## src/rtl/watch_ctrl.sv

```systemverilog
// Stopwatch run/stop/lap/clear controller with per-button synchronise + debounce.
// Latency: button edge to state change is DB_CYCLES+4 clocks; tick every DIV clocks while running.
// Backpressure: none, because buttons and counter-chain controls are plain levels and pulses.
//
// Ports:
//   clk        system clock, all logic on the rising edge
//   clr        asynchronous active-high reset
//   btn_start  raw start/stop button (asynchronous, active-high)
//   btn_lap    raw lap button (asynchronous, active-high)
//   btn_rst    raw clear button (asynchronous, active-high)
//   tick       1-cycle count enable to the least-significant digit counter
//   pause      1 = counter chain holds its count
//   cnt_clr    1-cycle clear pulse to the counter chain
//   lap_hold   1 = display latches frozen (lap view)
//   state      FSM state: 00 idle, 01 run, 10 stop, 11 lap
module watch_ctrl #(
  parameter int DIV       = 100000,
  parameter int DB_CYCLES = 16
) (
  input  logic       clk,
  input  logic       clr,
  input  logic       btn_start,
  input  logic       btn_lap,
  input  logic       btn_rst,
  output logic       tick,
  output logic       pause,
  output logic       cnt_clr,
  output logic       lap_hold,
  output logic [1:0] state
);

  typedef enum logic [1:0] {
    IDLE = 2'b00,
    RUN  = 2'b01,
    STOP = 2'b10,
    LAP  = 2'b11
  } state_t;

  // Prescaler width is clog2(DIV); DIV is at least 2 so this is never zero.
  localparam int PW = $clog2(DIV);
  localparam logic [PW-1:0] PRESC_LAST = PW'(DIV - 1);

  // Debounce counter only needs to reach DB_CYCLES-1 before the level flips.
  localparam int CW = (DB_CYCLES < 2) ? 1 : $clog2(DB_CYCLES);
  localparam logic [CW-1:0] DB_LAST = CW'(DB_CYCLES - 1);

  // Button bit order everywhere below: [0] start, [1] lap, [2] rst.
  localparam int B_START = 0;
  localparam int B_LAP   = 1;
  localparam int B_RST   = 2;

  logic [2:0]         btn_raw;
  logic [2:0]         sync1;
  logic [2:0]         sync2;
  logic [2:0]         deb;
  logic [2:0]         deb_prev;
  logic [2:0]         press;
  logic [2:0][CW-1:0] db_cnt;

  state_t             st;
  state_t             nxt;
  logic [PW-1:0]      presc;
  logic               run_now;
  logic               run_nxt;
  logic               ev_start;
  logic               ev_lap;
  logic               ev_rst;

  assign btn_raw = {btn_rst, btn_lap, btn_start};

  // ---------------------------------------------------------------------------
  // Button conditioning. Each button has its own two-flop synchroniser and
  // debounce counter. The debounced level only flips after DB_CYCLES
  // consecutive samples disagreeing with it; any agreeing sample restarts the
  // count, so short glitches are swallowed. A press is the registered rising
  // edge of the debounced level, so it is exactly one cycle wide and releases
  // produce nothing. clr wipes all of this, so a press that straddles clr has
  // to be debounced again from scratch.
  // ---------------------------------------------------------------------------
  always_ff @(posedge clk or posedge clr) begin
    if (clr) begin
      sync1    <= '0;
      sync2    <= '0;
      deb      <= '0;
      deb_prev <= '0;
      press    <= '0;
      db_cnt   <= '0;
    end else begin
      sync1    <= btn_raw;
      sync2    <= sync1;
      deb_prev <= deb;
      press    <= deb & ~deb_prev;
      for (int i = 0; i < 3; i++) begin
        if (sync2[i] == deb[i]) begin
          db_cnt[i] <= '0;
        end else if (db_cnt[i] == DB_LAST) begin
          deb[i]    <= sync2[i];
          db_cnt[i] <= '0;
        end else begin
          db_cnt[i] <= db_cnt[i] + CW'(1);
        end
      end
    end
  end

  // Clear beats start, start beats lap; a losing event in the same cycle is
  // simply dropped rather than queued.
  assign ev_rst   = press[B_RST];
  assign ev_start = press[B_START] & ~press[B_RST];
  assign ev_lap   = press[B_LAP] & ~press[B_START] & ~press[B_RST];

  always_comb begin
    nxt = st;
    if (ev_rst) begin
      nxt = IDLE;
    end else if (ev_start) begin
      case (st)
        IDLE:    nxt = RUN;
        RUN:     nxt = STOP;
        LAP:     nxt = STOP;
        STOP:    nxt = RUN;
        default: nxt = IDLE;
      endcase
    end else if (ev_lap) begin
      case (st)
        RUN:     nxt = LAP;
        LAP:     nxt = RUN;
        default: nxt = st;
      endcase
    end
  end

  assign run_now = (st == RUN) || (st == LAP);
  assign run_nxt = (nxt == RUN) || (nxt == LAP);

  // ---------------------------------------------------------------------------
  // FSM and registered outputs, all decoded from the next state so they change
  // on the same edge as the state itself.
  //
  // The prescaler advances only on edges where the watch is running both
  // before and after the edge. The edge that enters run/lap therefore leaves
  // it untouched, which gives a first tick exactly DIV cycles after leaving
  // idle and a remaining (DIV - held value) cycles after resuming from stop.
  // Likewise the edge that stops the watch does not advance it, so the phase
  // seen at the stop edge is the phase that resumes. Entering idle zeroes it.
  // ---------------------------------------------------------------------------
  always_ff @(posedge clk or posedge clr) begin
    if (clr) begin
      st       <= IDLE;
      tick     <= 1'b0;
      pause    <= 1'b1;
      cnt_clr  <= 1'b0;
      lap_hold <= 1'b0;
      presc    <= '0;
    end else begin
      st       <= nxt;
      pause    <= ~run_nxt;
      lap_hold <= (nxt == LAP);
      // Pulses on every clear event, including idle -> idle.
      cnt_clr  <= ev_rst;
      tick     <= 1'b0;
      if (nxt == IDLE) begin
        presc <= '0;
      end else if (run_now && run_nxt) begin
        if (presc == PRESC_LAST) begin
          presc <= '0;
          tick  <= 1'b1;
        end else begin
          presc <= presc + PW'(1);
        end
      end
    end
  end

  assign state = st;

endmodule

```

## config.mk

```make
export PLATFORM = sky130hd
export DESIGN_NAME = watch_ctrl
export DESIGN_NICKNAME = d
export VERILOG_FILES = /design/src/rtl/watch_ctrl.sv
export SDC_FILE = /design/constraint.sdc
export NUM_CORES = 1
export LEC_CHECK = 0
export ABC_AREA = 1
export CELL_PAD_IN_SITES_DETAIL_PLACEMENT = 0
export CELL_PAD_IN_SITES_GLOBAL_PLACEMENT = 2
export CORE_MARGIN = 4
export CORE_UTILIZATION = 33
export DETAILED_ROUTE_END_ITERATION = 7
export GPL_TIMING_DRIVEN = 0
export PLACE_DENSITY_LB_ADDON = 0.1
export SYNTH_ARGS = -nofsm -noshare
export SYNTH_HDL_FRONTEND = slang
export SYNTH_SLANG_ARGS = --single-unit
```

## constraint.sdc

```tcl
create_clock -name clk -period 1.9 [get_ports clk]
set_clock_uncertainty 0.2 [all_clocks]
set_input_delay 0.475 -clock clk [delete_from_list [all_inputs] [get_ports clk]]
set_output_delay 0.475 -clock clk [all_outputs]
set_load 0.1 [all_outputs]
```

==> results of run 1 <==
-- cell families after synthesis --
logic type,share of synthesized area (%)
AND/OR/NAND/NOR,31.3
flip-flops,51.2
buffers and inverters,6.95
AO/OA/AOI/OAI,2.86
XOR/XNOR,3.58
adder cells (fa/ha/maj),4.09
-- power by group --
group	leakage (nW)	switching (mW)	internal (mW)	total, mW
Clock	0.0554	0.374	0.396	0.770
Sequential	0.670	0.0169	1.09	1.11
Combinational	0.792	0.0972	0.0638	0.161
-- through the flow --
step	cell area [sq um]	worst slack, ns
finish	3100	0.0461
global route	3100	-0.0378
CTS	2820	0.00386
detailed placement	2700	-0.389
global placement	2680	-1.25
floorplan	2460	-0.112
-- layout by cell type (no fill, tap or decap), types with 4 or more instances in the layout --
cell                              Yosys  final
sky130_fd_sc_hd__buf_4                2     10
sky130_fd_sc_hd__dfrtp_1             49     47
sky130_fd_sc_hd__nand3_1             35     31
sky130_fd_sc_hd__nor3_1               6      6
sky130_fd_sc_hd__inv_1               29     25
sky130_fd_sc_hd__nand2_1             77     73
sky130_fd_sc_hd__clkdlybuf4s50_1      0      4
sky130_fd_sc_hd__clkbuf_8             0      5
sky130_fd_sc_hd__o21ai_0              9      9
sky130_fd_sc_hd__a21oi_1              5      4
sky130_fd_sc_hd__nor2_1              38     36
sky130_fd_sc_hd__ha_1                 8      4
sky130_fd_sc_hd__xor2_1              10     10
sky130_fd_sc_hd__nand4_1              4      4
sky130_fd_sc_hd__nand3_2              3      4
-- what timing repair did --
action / 4_1_cts / 5_1_grt
setup endpoints to repair: 18 / 20
gates resized for setup: 26 / 38
pin swaps: 1 / 10
cloned: 0 / 2
buffers inserted: 1 / 10
-- how the worst max path moves through the flow --
| stage | end | cells after the start |
|---|---|---|
| after global routing | presc[16]$_DFFE_PP0P_ | 10 |
| after floorplan | presc[7]$_DFFE_PP0P_ | 8 |
| after CTS | presc[9]$_DFFE_PP0P_ | 9 |
| final | state[0] | 1 |
| after global placement | state[0]$_DFF_PP0_ | 2 |
| after detailed placement | pause | 1 |
-- sequential cells by signal (all words and copies together), names as in the netlist --
signal	cells
presc	17
deb_prev	3
cnt_clr	1
lap_hold	1
pause	1
db_cnt	12
press	3
sync1	3
state	2
tick	1
deb	3
sync2	3
-- layer usage --
layer  routed length (um)  vias up  global-route usage, %
met3                  238        6                   2.64
li1                     -      986                      -
met2                 2360       35                   19.0
met1                 2700      912                   18.4
met5                    0        -                      0
met4                   73        0                   3.97
-- worst reg2reg max path: stages (launching register included) --
cell and delay [ns]:
sky130_fd_sc_hd__dfrtp_2 0.43, sky130_fd_sc_hd__inv_2 0.08, sky130_fd_sc_hd__ha_4 0.17, sky130_fd_sc_hd__nor2_4 0.13, sky130_fd_sc_hd__a21oi_4 0.08, sky130_fd_sc_hd__buf_4 0.14, sky130_fd_sc_hd__nand2_2 0.08, sky130_fd_sc_hd__nand3_4 0.12
sky130_fd_sc_hd__clkbuf_16 0.19, sky130_fd_sc_hd__nand3_1 0.06, sky130_fd_sc_hd__nand2_1 0.05
-- cell type report --
type	instances	share of cell area [%]
Clock buffer	6	2.34
Multi-Input combinational cell	206	37.2
Clock inverter	2	1.25
Tap cell	99	4.00
Buffer	6	2.50
Inverter	31	4.00
Sequential cell	50	40.5
Timing Repair Buffer	24	8.23
==> metrics, run 1 <==
run status finished, final reports clean; minimum period implied by the final worst setup slack 1.85 ns; Final HPWL DP 3.59 mm; post-synth top area share 50.1%; clock root buffer sky130_fd_sc_hd__clkbuf_8; detail-routed net length per standard cell 12.7 um; average via count per standard cell 4.57; Post-Route WL 5.37 mm; count of input and output buffers 10; Cell Pwr Density 657 nW/um^2; final net count 337; ranking of synthesized cells by instance count 77 x sky130_fd_sc_hd__nand2_1, 49 x sky130_fd_sc_hd__dfrtp_1, 38 x sky130_fd_sc_hd__nor2_1; number of flops mapped to enable cells by yosys 0; combined area of all synthesized cells 2450 sq um; Boundary Pins 11; synthesized flop and latch total 50; element type at the critical path start register; final cycle utilization of the critical path 97.6%; global-route wire length before repair 8.78 mm; MaxCap Viol Count 0; number of distinct library cell variants in the gate-level netlist after synthesis 22; most used flip-flop cell after synthesis sky130_fd_sc_hd__dfrtp_1; clk buf depth 2; Min-Delay Endpoint sync2[2]$_DFF_PP0_; setup total negative slack 0 ns; clk slew on worst S/H paths 0.10 ns; fill count 741; clock insertion delay at the later pin of the skew report 0.31 ns; area of combinational cells with multiple inputs 1150 sq um; number of buffers inserted by hold repair at cts 0; average footprint of a synthesized cell 8.35 sq um; area occupied by registers 1250 sq um; Hold Path Stages 0; Fin Hold WS 0.156 ns; tightest slew margin relative to the limit 64.1%; kind of end point of the critical path output port; unrepaired setup endpoints after global routing true; worst hold path startpoint sync1[2]$_DFF_PP0_; YS warnings 0; htree depth 2; transition time of the tightest slew-check pin 0.541 ns; final weighted congestion in routability-driven placement 0.775; growth of design area from synthesis to finish 26.7%; area enclosed by the die boundary 8860 sq um; cell with the largest stage delay on the worst path sky130_fd_sc_hd__buf_2; register area share after synthesis 51.2%; diode insertion count for antenna repair 0; delay of the slowest cell on the worst path 0.45 ns; total core area 7210 sq um; fraction of final layout cells sized beyond drive strength 1 20.3%; data arrival time of the critical path 1.18 ns; syn nets 306; CP cell instances buf_2; number of standard cells in the layout, taps in and fillers out 424; chip height 94.1 um; CP Buf/Inv Count 1; remaining antenna violation count after routing 0; synthesized instance count 293; kind of path behind the tightest hold check register to register; dominant cell type by area after synthesis sky130_fd_sc_hd__dfrtp_1; worst flop-to-flop path endpoint presc[16]$_DFFE_PP0P_; Final Core Density 43.0%; origin of the critical flop-to-flop path state[0]$_DFF_PP0_; clock buffer count from CTS 5; number of global-route vias before repair 1775; most common cell in the netlist sky130_fd_sc_hd__nand2_1; top area cells in the synthesized netlist sky130_fd_sc_hd__dfrtp_1 50%, sky130_fd_sc_hd__nand2_1 12%, sky130_fd_sc_hd__nand3_1 7.2%; IR Drop Worst-Case VDD 0.000279 V; First-pass DRT Iterations 4; initial antenna violation count 0; initial core utilization 33.9%; overflow left after global routing 0; count of standard-cell rows 31; Crit. Startpoint state[0]$_DFF_PP0_; kind of cell adding the most delay to the critical path buffers and inverters; async set or reset register ratio after synthesis 100%; die boundary width 94.1 um; GRT Util Overall 12.7%; clock tree from TritonCTS done; number of hold-slack violations in the final timing report 0; highest achievable clock rate 0.539 GHz; Pleak 1.52 nW; post-route DRC violation count 0; Initial DRC Count 98; Critical Path Fanout Max 5; Setup violations, final 0; Max Transition Viols Final 0; largest net degree at the start of global routing 36; count of clock tree sinks 50; required time of the critical path 1.22 ns; Power, Total 2.04 mW; dpl cells 403; critical path start-end classification register to output port; Via Count 1939; minimum setup slack among reg-to-reg paths 0.07 ns; worst r2r path cells 10
(Power assumes the default switching activity.)
==> run 2, diff against run 1 <==
--- a/config.mk
+++ b/config.mk
@@ -12,6 +12,7 @@
 export CORE_UTILIZATION = 33
 export DETAILED_ROUTE_END_ITERATION = 7
 export GPL_TIMING_DRIVEN = 0
+export MAX_ROUTING_LAYER = met4
 export PLACE_DENSITY_LB_ADDON = 0.1
 export SYNTH_ARGS = -nofsm -noshare
 export SYNTH_HDL_FRONTEND = slang
==> metrics, run 2 (synthesis gave the netlist of run 1 again) <==
run status finished, final reports clean (unchanged); Final HPWL DP 3.59 mm (unchanged); final net count 337 (unchanged); setup total negative slack 0 ns (unchanged); internal power component 1.55 mW (about the same); Top Registers presc x17, db_cnt x12 (unchanged); delay of the slowest cell on the worst path 0.45 ns (about the same); post-route DRC violation count 0 (unchanged); count of standard-cell rows 31 (unchanged); CP cell instances buf_2 (unchanged); highest-utilization routing layer at the global route stage met2 (unchanged); number of cells on the critical path 1 (unchanged); number of flip-flops under the largest register name 17 (unchanged); Crit. Startpoint state[0]$_DFF_PP0_ (unchanged); worst flop-to-flop path endpoint presc[16]$_DFFE_PP0P_ (unchanged); Via Count 1937 (was 1939); clk slew on worst S/H paths 0.10 ns (about the same); cell with the largest stage delay on the worst path sky130_fd_sc_hd__buf_2 (unchanged); final weighted congestion in routability-driven placement 0.785 (was 0.775); average via count per standard cell 4.57 (about the same); Post-Route WL 5.38 mm (was 5.37 mm); MaxCap Viol Count 0 (unchanged); GRT met2 Usage 18.9% (was 19.0%); Logic pwr share 7.9% (about the same); initial core utilization 33.9% (unchanged); kind of end point of the critical path output port (unchanged); clock tree from TritonCTS done (unchanged); element type at the critical path start register (unchanged); minimum setup slack among reg-to-reg paths 0.07 ns (about the same); clk buf depth 2 (unchanged); switching power as a share of total power 23.9% (was 24.0%); Setup violations, final 0 (unchanged); IR Drop Worst-Case VDD 0.000279 V (about the same); clock buffer count from CTS 5 (unchanged); critical path start-end classification register to output port (unchanged); area enclosed by the die boundary 8860 sq um (unchanged); met1 track demand over resource in global routing 18.4% (about the same); highest achievable clock rate 0.540 GHz (was 0.539 GHz); Max Transition Viols Final 0 (unchanged); kind of path behind the tightest hold check register to register (unchanged); dpl cells 403 (unchanged); P_sw 0.488 mW (about the same); GRT Util Overall 13.1% (was 12.7%); data arrival time of the critical path 1.18 ns (about the same); diode insertion count for antenna repair 0 (unchanged); transition time of the tightest slew-check pin 0.541 ns (unchanged); clock network fraction of design power 37.8% (about the same); Pleak 1.52 nW (unchanged); chip height 94.1 um (unchanged); Boundary Pins 11 (unchanged); count of clock tree sinks 50 (unchanged); fraction of final layout cells sized beyond drive strength 1 20.3% (unchanged); First-pass DRT Iterations 4 (unchanged); kind of cell adding the most delay to the critical path buffers and inverters (unchanged); area of all placed cells without fillers 3100 sq um (unchanged); clock root buffer sky130_fd_sc_hd__clkbuf_8 (unchanged); commonest non-fill, non-tap cell in the layout sky130_fd_sc_hd__nand2_1 (unchanged); clock insertion delay at the later pin of the skew report 0.31 ns (about the same); largest net degree at the start of global routing 36 (unchanged); sequential share of power 54.3% (about the same); Cell Pwr Density 657 nW/um^2 (about the same); die boundary width 94.1 um (unchanged); setup slack after layout 0.0464 ns (was 0.0461 ns); htree depth 2 (unchanged); worst slack, placed -0.389 ns (unchanged); largest register by flop count presc (unchanged); M3 GR Usage 2.64% (unchanged); number of hold-slack violations in the final timing report 0 (unchanged); initial antenna violation count 0 (unchanged); standard cell area after detailed placement 2700 sq um (unchanged); number of global-route vias before repair 1773 (was 1775); unrepaired setup endpoints after global routing true (unchanged); required time of the critical path 1.22 ns (about the same); remaining antenna violation count after routing 0 (unchanged); final cycle utilization of the critical path 97.6% (about the same); CP Buf/Inv Count 1 (unchanged); global-route wire length before repair 8.78 mm (unchanged); capturing element of the worst setup path state[0] (unchanged); total core area 7210 sq um (unchanged); fill count 741 (unchanged); origin of the critical flop-to-flop path state[0]$_DFF_PP0_ (unchanged); Critical Path Fanout Max 5 (unchanged); growth of design area from synthesis to finish 26.7% (unchanged); minimum period implied by the final worst setup slack 1.85 ns (about the same); number of standard cells in the layout, taps in and fillers out 424 (unchanged); detail-routed net length per standard cell 12.7 um (about the same); worst r2r path cells 10 (unchanged); tightest slew margin relative to the limit 64.1% (unchanged); commonest non-fill, non-tap cells in the layout 73 x sky130_fd_sc_hd__nand2_1, 47 x sky130_fd_sc_hd__dfrtp_1, 36 x sky130_fd_sc_hd__nor2_1 (unchanged); overflow left after global routing 0 (unchanged); Power, Total 2.04 mW (about the same); count of input and output buffers 10 (unchanged); Initial DRC Count 101 (was 98)
## run 2: cell counts in the layout (fill, tap and decap cells not counted)
Identical to the previous run, type by type.
## run 2: metrics by stage
| stage | hold WS (ns) | utilization (%) |
|---|---|---|
| floorplan | 0.131 | - |
| global placement | 0.133 | 37.2 |
| detailed placement | 0.135 | 37.5 |
| CTS | 0.158 | 39.1 |
| global route | 0.165 | 43.0 |
| finish | 0.156 | 43.0 |
## run 2: how the worst min path moves through the flow
stage / from / cells after the start / to
2_1_floorplan: sync1[0]$_DFF_PP0_ / 0 / sync2[0]$_DFF_PP0_
3_3_place_gp: sync1[2]$_DFF_PP0_ / 0 / sync2[2]$_DFF_PP0_
3_5_place_dp: sync1[0]$_DFF_PP0_ / 0 / sync2[0]$_DFF_PP0_
4_1_cts: sync1[0]$_DFF_PP0_ / 0 / sync2[0]$_DFF_PP0_
5_1_grt: sync1[0]$_DFF_PP0_ / 0 / sync2[0]$_DFF_PP0_
6_report: sync1[2]$_DFF_PP0_ / 0 / sync2[2]$_DFF_PP0_
## run 2: timing repair
item	CTS	global route
hold buffers	0	0
setup buffers	1	10
hold endpoints to repair	0	0
endpoints found under the setup margin	18	20
gates resized for setup	26	38
cloned	0	2
pin swaps	1	10
## run 2: layout make-up
class	instances	area (sq um)	area share, %
well taps	99	124	4.00
repair buffers	24	255	8.23
clock buffers	6	72.6	2.34
multi-input cells	206	1150	37.2
inverters	31	124	4.00
plain buffers	6	77.6	2.50
clock inverters	2	38.8	1.25
flip-flops and latches	50	1250	40.5
## run 2: power by group through the flow
| stage | clock network [mW] | registers [mW] | logic (mW) |
|---|---|---|---|
| 3_3_place_gp | 0 | 1.13 | 0.120 |
| 6_report | 0.769 | 1.11 | 0.161 |
| 3_5_place_dp | 0 | 1.13 | 0.125 |
| 4_1_cts | 0.805 | 1.11 | 0.125 |
| 5_1_grt | 0.833 | 1.11 | 0.179 |
| 2_1_floorplan | 0 | 1.15 | 0.0614 |
## run 2: routing by layer
metal | up-vias | part of all wire, %
met2 | 35 | 44
li1 | 986 | -
met3 | 6 | 4.5
met5 | - | 0
met1 | 910 | 50
met4 | 0 | 1.3
## run 2: worst reg2reg max path, delay by kind of cell, from the launching register on
family	cells	cell delay, ns
compound gates	1	0.08
fa+ha+maj	1	0.17
simple gates	5	0.44
flops	1	0.43
buf+inv	3	0.41
